--- src/rtl/fwd_hazard_ctrl_pkg.sv ---
// Shared pipeline definitions for the EX-stage operand forwarding and
// load-use hazard logic.
package fwd_hazard_ctrl_pkg;

    localparam int REG_AW = 5;

    typedef enum logic [1:0] {
        FWD_RF  = 2'b00,
        FWD_WB  = 2'b01,
        FWD_MEM = 2'b10
    } fwd_sel_e;

    // Destination info tracked for one in-flight pipeline stage
    typedef struct packed {
        logic              valid;
        logic [REG_AW-1:0] dest;
        logic              wr;
    } shadow_t;

endpackage

--- src/rtl/fwd_hazard_ctrl_fwd_select.sv ---
// Operand select for one source register: the newest in-flight producer of
// that register wins; register 0 is never forwarded.
module fwd_select
    import fwd_hazard_ctrl_pkg::*;
(
    input  logic [REG_AW-1:0] src,
    input  logic              uses,
    input  shadow_t           ex_sh,
    input  shadow_t           mem_sh,
    output fwd_sel_e          sel
);

    logic ex_hit;
    logic mem_hit;

    assign ex_hit  = ex_sh.valid  && ex_sh.wr  && (ex_sh.dest  == src);
    assign mem_hit = mem_sh.valid && mem_sh.wr && (mem_sh.dest == src);

    always_comb begin
        sel = FWD_RF;
        if (uses && (src != '0)) begin
            if (ex_hit) begin
                sel = FWD_MEM;
            end else if (mem_hit) begin
                sel = FWD_WB;
            end
        end
    end

endmodule

--- src/rtl/fwd_hazard_ctrl.sv ---
// EX-stage forwarding select sequencer with load-use stall detection,
// bubble injection and a saturating stall counter.
module fwd_hazard_ctrl
    import fwd_hazard_ctrl_pkg::*;
#(
    parameter int CNT_W = 16
) (
    input  logic              clk,
    input  logic              rst_n,
    input  logic              id_valid,
    input  logic [REG_AW-1:0] id_rs,
    input  logic [REG_AW-1:0] id_rt,
    input  logic              id_uses_rs,
    input  logic              id_uses_rt,
    input  logic [REG_AW-1:0] id_dest,
    input  logic              id_reg_write,
    input  logic              id_mem_read,
    input  logic              flush,
    output logic [1:0]        fwd_a_sel,
    output logic [1:0]        fwd_b_sel,
    output logic              stall,
    output logic [CNT_W-1:0]  stall_count
);

    shadow_t  ex_q;
    logic     ex_ld_q;
    shadow_t  mem_q;
    fwd_sel_e a_next;
    fwd_sel_e b_next;
    fwd_sel_e a_sel_q;
    fwd_sel_e b_sel_q;
    logic     bubble;
    logic     src_hits_load;

    fwd_select u_sel_rs (
        .src    (id_rs),
        .uses   (id_uses_rs),
        .ex_sh  (ex_q),
        .mem_sh (mem_q),
        .sel    (a_next)
    );

    fwd_select u_sel_rt (
        .src    (id_rt),
        .uses   (id_uses_rt),
        .ex_sh  (ex_q),
        .mem_sh (mem_q),
        .sel    (b_next)
    );

    assign src_hits_load = (id_uses_rs && (id_rs == ex_q.dest)) ||
                           (id_uses_rt && (id_rt == ex_q.dest));

    // A flush overrides the stall: the killed instruction need not wait for the load
    assign stall = id_valid && !flush && ex_q.valid && ex_ld_q && ex_q.wr &&
                   (ex_q.dest != '0) && src_hits_load;

    assign bubble = stall || flush || !id_valid;

    always_ff @(posedge clk or negedge rst_n) begin
        if (!rst_n) begin
            ex_q    <= '0;
            ex_ld_q <= 1'b0;
            mem_q   <= '0;
            a_sel_q <= FWD_RF;
            b_sel_q <= FWD_RF;
        end else begin
            mem_q <= ex_q;
            if (bubble) begin
                ex_q    <= '0;
                ex_ld_q <= 1'b0;
                a_sel_q <= FWD_RF;
                b_sel_q <= FWD_RF;
            end else begin
                ex_q.valid <= 1'b1;
                ex_q.dest  <= id_dest;
                ex_q.wr    <= id_reg_write;
                ex_ld_q    <= id_mem_read;
                a_sel_q    <= a_next;
                b_sel_q    <= b_next;
            end
        end
    end

    always_ff @(posedge clk or negedge rst_n) begin
        if (!rst_n) begin
            stall_count <= '0;
        end else if (stall && (stall_count != '1)) begin
            stall_count <= stall_count + CNT_W'(1);
        end
    end

    assign fwd_a_sel = a_sel_q;
    assign fwd_b_sel = b_sel_q;

endmodule
--- config.mk ---
export PLATFORM = sky130hd
export DESIGN_NAME = fwd_hazard_ctrl
export DESIGN_NICKNAME = d
export VERILOG_FILES = /design/src/rtl/fwd_hazard_ctrl_pkg.sv /design/src/rtl/fwd_hazard_ctrl_fwd_select.sv /design/src/rtl/fwd_hazard_ctrl.sv
export SDC_FILE = /design/constraint.sdc
export NUM_CORES = 1
export LEC_CHECK = 0
export BUFFER_PORTS_ARGS = -buffer_cell sky130_fd_sc_hd__buf_2
export CORE_UTILIZATION = 53
export DETAILED_ROUTE_END_ITERATION = 10
export GPL_TIMING_DRIVEN = 0
export HOLD_SLACK_MARGIN = 0.15
export PLACE_DENSITY = 0.8
export SYNTH_ARGS = -nofsm -noshare
export SYNTH_HDL_FRONTEND = slang
export SYNTH_SLANG_ARGS = --single-unit
--- constraint.sdc ---
create_clock -name clk -period 2.8 [get_ports clk]
set_clock_uncertainty 0.2 [all_clocks]
set_input_delay 0.14 -clock clk [delete_from_list [all_inputs] [get_ports clk]]
set_output_delay 0.14 -clock clk [all_outputs]
set_load 0.02 [all_outputs]
Word-level counts from Yosys, hierarchy flattened --
Index checks and enable logic that the tools add are counted.
Operators by class: reductions and logical operators 25, $add $sub $neg 1, equality and inequality tests 7, multiplexer cells 10
Operators with widths (number):
- $eq A5 B5 Y1 | 6
- $logic_and A1 B1 Y1 | 17
- $add A16 B1 Y16 const B | 1
- $ne A16 B16 Y1 const B | 1
- $reduce_bool A5 Y1 | 3
- $mux W2 | 6
- $mux W7 | 1
- $logic_or A1 B1 Y1 | 3
- $mux W1 | 3
- $logic_not A1 Y1 | 2
Storage, ports and cells: bits in registers 35, output and inout bits 21, bits of input ports 23

Depth between registers and ports, before layout --
depth after elaboration 10, mapped depth 7

Hierarchy --
Synthesis repeated with hierarchy kept, for this count alone.
Second synthesis, totals: cell total of the unflattened synthesis 166, area, all modules 1870.5 µm²
By module, submodules not included:
- fwd_hazard_ctrl | cells an instance 128, times used 1, area each 1585.3 µm², seq. area each 875.8 µm²
- fwd_select | cells an instance 19, times used 2, area each 142.6 µm², seq. area each 0.0 µm²

Worst setup path after synthesis --
No wires, ideal clock.
path kind reg2reg, start register stall_count[0], end register stall_count[15], slack 0.666 ns, stages on the path, launching flop included 8, required time 2.520 ns, setup time 0.080 ns, period minus slack after synthesis 2.134 ns, data arrival time 1.854 ns, path through dfrtp_1 > ha_1 > and3_1 > and3_4 > a31o_4 > buf_12 > nor4_2 > xnor2_1
On the way: cells in the longest elaborated chain, start to end 2
RTL lines:
- start, declared | RTL line fwd_hazard_ctrl.sv:22 | output logic [CNT_W-1:0] stall_count
- start signal, assigned | RTL line fwd_hazard_ctrl.sv:89 | stall_count <= stall_count + CNT_W'(1);
- branches (longest 2 deep; another with $add A16 B1 Y16)
Several ways; the timed one is not identified. A chain may end at the register's enable or synchronous reset.

Final worst setup path --
start input id_rt[4], end register b_sel_q[0] (netlist: fwd_b_sel[0])
On the way: cells in the longest elaborated chain, start to end 7
RTL lines:
- start, declared | RTL line fwd_hazard_ctrl.sv:12 | input logic [REG_AW-1:0] id_rt,
- branches (longest 6 deep; another with $eq A5 B5 Y1)
- $mux W2 (*) | RTL line fwd_hazard_ctrl.sv:69 | if (bubble) begin
- end signal, assigned | RTL line fwd_hazard_ctrl.sv:80 | b_sel_q <= b_next;
- end, declared | RTL line fwd_hazard_ctrl.sv:31 | fwd_sel_e b_sel_q;
Mark *: on every way between the ends.

==> impl_metrics.ini <==
[power_and_ir_drop]
p_leak_nw = 1.221
pwr-share-comb_pct = 11.7
switching_share_pct = 27.50
total_switching_power_mw = 0.2528
powerDensity_nw_per_um2 = 387.1
power.ir.vdd_worst_v = 0.0003970
power.clock.fraction_pct = 31.5
register_share_of_total_power_pct = 56.9
internal-power_mw = 0.6664

[global_routing]
wire_length_of_the_first_global_routing_pass_mm = 7.120
antenna_found_initial = 0
grt_max_degree = 36
first_global_vias = 1512
globalRouteTotalUtil_pct = 28.14
grt-ovfl-total = 0

[place]
placement.cell_area_sq_um = 2071
gp_congestion = 0.8888
dpl.hpwl_mm = 2.810
port-buffer-count = 43

[floorplanning]
core.rowCount = 20
fp.dieArea_sq_um = 3634
die_height_um = 60.29
start_util_pct = 57.56
io-pin-count = 44
die_w_um = 60.29
core_area_sq_um = 3128

[layout]
postLayoutCellArea_sq_um = 2375
post_route_cells_drive_above_1_share_pct = 31.42
fillerInstances = 211
insertedDiodeCount = 0
design.final.nets = 249
syn_to_final_growth_pct = 31.90

[route]
drt_iter0_drc = 110
highest-signal-layer = met4
ant_nets = 0
wl_per_cell_um = 16.67
routed-wl-met2_mm = 2.212
drc_errors = 0
routed_wl_mm = 4.502
wl_met3_um = 241
vias_per_cell = 5.456
first_pass_iters = 4
m1WireLength_mm = 1.819
via_count = 1473

[clock_tree]
cts-buffers-inserted = 5
h-tree-depth = 2
cts.root.buffer_cell = clkbuf_4
clock_tree_from_tritoncts = yes
cts.clk_slew.worst_paths_ps = 130
cts-root-to-sink-buffers = 2
postCtsSetupRepairBufs = 0
clock_latency_ps = 350
cts.sinks = 35

[setup_path]
worst_ep_required_time_ps = 2860
critPathLaunchType = primary input
worst_setup_path_end_kind = flop
cp_cell_sequence = dlygate4sd3_1 -> buf_2 -> xnor2_1 -> nand3_1 -> dlygate4sd3_1 -> nor3_2 -> dlygate4sd3_1 -> nand4_1 -> nor4_2
cp.arrival_ps = 2760
critical_path.slowest_cell = dlygate4sd3_1
critical-path-max-stage-delay_ps = 600
worst-path-max-fanout = 3
crit_path_frequent_cell = dlygate4sd3_1
category_of_the_most_critical_setup_path = primary input to flop

[hold_path]
worstHoldPathType = flop to flop

[synthesis]
ys_seq_elements = 35
synth_warn = 0
syn-mean-instance-area_sq_um = 11.85
postSynth.asyncResetShare_pct = 100.0
synthCells = 152
synth.distinct_cells = 37
net_count_of_the_mapped_netlist = 176
yosysSeqAreaShare_pct = 48.64
synthesis.area_sq_um = 1800
synth_edf_count = 0
synthFlopType = dfrtp_1

[run]
cap_violations = 0

[sta]
hold-worst-slack_ps = 174.7
slew_viol_final = 0
period_needed_ps = 2702
finalHoldViolCount = 0
min_period_over_period_pct = 96.52
timing_worst_slew_pin_value_ps = 749.9
fmaxAchievable_ghz = 0.3700
report.final.setup_viol = 0
slew_headroom_pct = 50.01

[run_status]
run_status = finished clean
[cells in the mapped netlist, types with 2 or more instances]
master,count,area [sq um]
nand2_1,6,22.52
dfrtp_1,35,875.8
and3_1,5,31.28
nor3_1,7,35.03
nor3_2,2,20.02
xor2_1,23,201.4
xnor2_1,10,87.58
nor2_1,7,26.28
nor4_2,3,37.54
or4_1,2,15.01
and2_1,7,43.79
inv_1,4,15.01
nor3b_1,5,37.54
nor4_4,2,42.54
nor4b_1,2,17.52
nand4_1,4,25.02
nand3_1,8,40.04
[final timing paths]
| path | start | end | slack, ps | cells past startpoint |
|---|---|---|---|---|
| worst max-delay path | id_rt[4] | fwd_b_sel[0] | 100 | 9 |
| worst min-delay path | ex_q[6] | mem_q[6] | 170 | 0 |
| worst max register to register | mem_q[3] | fwd_b_sel[0] | 120 | 7 |
| worst min register to register | ex_q[6] | mem_q[6] | 170 | 0 |
| max in group asynchronous | rst_n | mem_q[5] | 1740 | 2 |
| min in group asynchronous | rst_n | mem_q[0] | 180 | 2 |
[logic make-up (layout without fill, tap and decap cells)]
| logic type | after synthesis | after routing | share of synthesized area [%] |
|---|---|---|---|
| adder cells (fa/ha/maj) | 1 | 1 | 0.6948 |
| buffers and inverters | 6 | 80 | 2.571 |
| AO/OA/AOI/OAI | 8 | 8 | 5.560 |
| flip-flops | 35 | 35 | 48.64 |
| XOR/XNOR | 33 | 33 | 16.05 |
| AND/OR/NAND/NOR | 67 | 67 | 25.23 |
| multiplexers | 2 | 2 | 1.251 |
[power groups by stage]
stage / clock [mW] / combinational, mW / sequential, mW
after floorplan: 0 / 0.0397 / 0.530
after global placement: 0 / 0.0747 / 0.531
after detailed placement: 0 / 0.0786 / 0.532
after CTS: 0.295 / 0.101 / 0.522
after global routing: 0.319 / 0.116 / 0.524
final: 0.289 / 0.107 / 0.523
[layout by cell type (no fill, tap or decap), drive strengths merged]
master	Yosys	final
o211ai	1	1
nand4	4	4
nor3b	5	5
buf	2	45
dfrtp	35	35
nor4b	2	2
a32oi	1	1
a31o	1	1
nand3	8	8
nor2	7	7
a31oi	1	1
nor4	6	6
inv	4	5
nand2	6	6
o2111ai	1	1
nor3	9	9
a41oi	1	1
and2	8	8
xnor2	10	10
xor2	23	23
mux2	2	2
clkbuf	0	5
ha	1	1
clkinvlp	0	2
and3	7	7
nand2b	2	2
a21boi	1	1
a32o	1	1
dlygate4sd3	0	23
and2b	1	1
or4	2	2
[metrics by stage]
stage               std cells  power, mW  setup TNS, ps  setup WS [ps]  util, %
finish                    270     0.9192              0          97.57    75.92
global route              270     0.9590         -15.72         -15.72    75.92
floorplan                 152     0.5694              0          666.1        -
global placement          239     0.6055              0          577.2    66.20
detailed placement        239     0.6105              0          535.3    66.20
CTS                       271     0.9178              0          62.53    75.84
[sequential cells by signal, indices dropped and copies added, names as in the netlist]
name	count
ex_ld_q	1
mem_q	7
fwd_b_sel	2
fwd_a_sel	2
stall_count	16
ex_q	7
[final cells by class]
class,instances,area [sq um],area share (%)
clock buffer,5,37.54,1.581
multi-input combinational,111,890.9,37.51
timing repair buffer,66,445.4,18.76
sequential,35,875.8,36.88
inverter,4,15.01,0.6322
buffer,2,31.28,1.317
tap,44,55.05,2.318
clock inverter,3,23.77,1.001
[routing by layer]
metal	vias up	track usage, %
met5	-	0
met3	24	7.576
li1	684	-
met1	695	33.52
met2	70	45.53
met4	0	15.95
[worst max-delay path, delay by kind of cell]
family	cells	cell delay, ps
simple gates	4	570
buf+inv	4	1870
xor+xnor	1	170
[what timing repair did]
action	4_1_cts	5_1_grt
endpoints found under the hold margin	47	0
hold buffers	24	0
setup endpoints to repair	0	2
resized for setup	0	2
No activity file was read; power rests on OpenSTA's default activity.
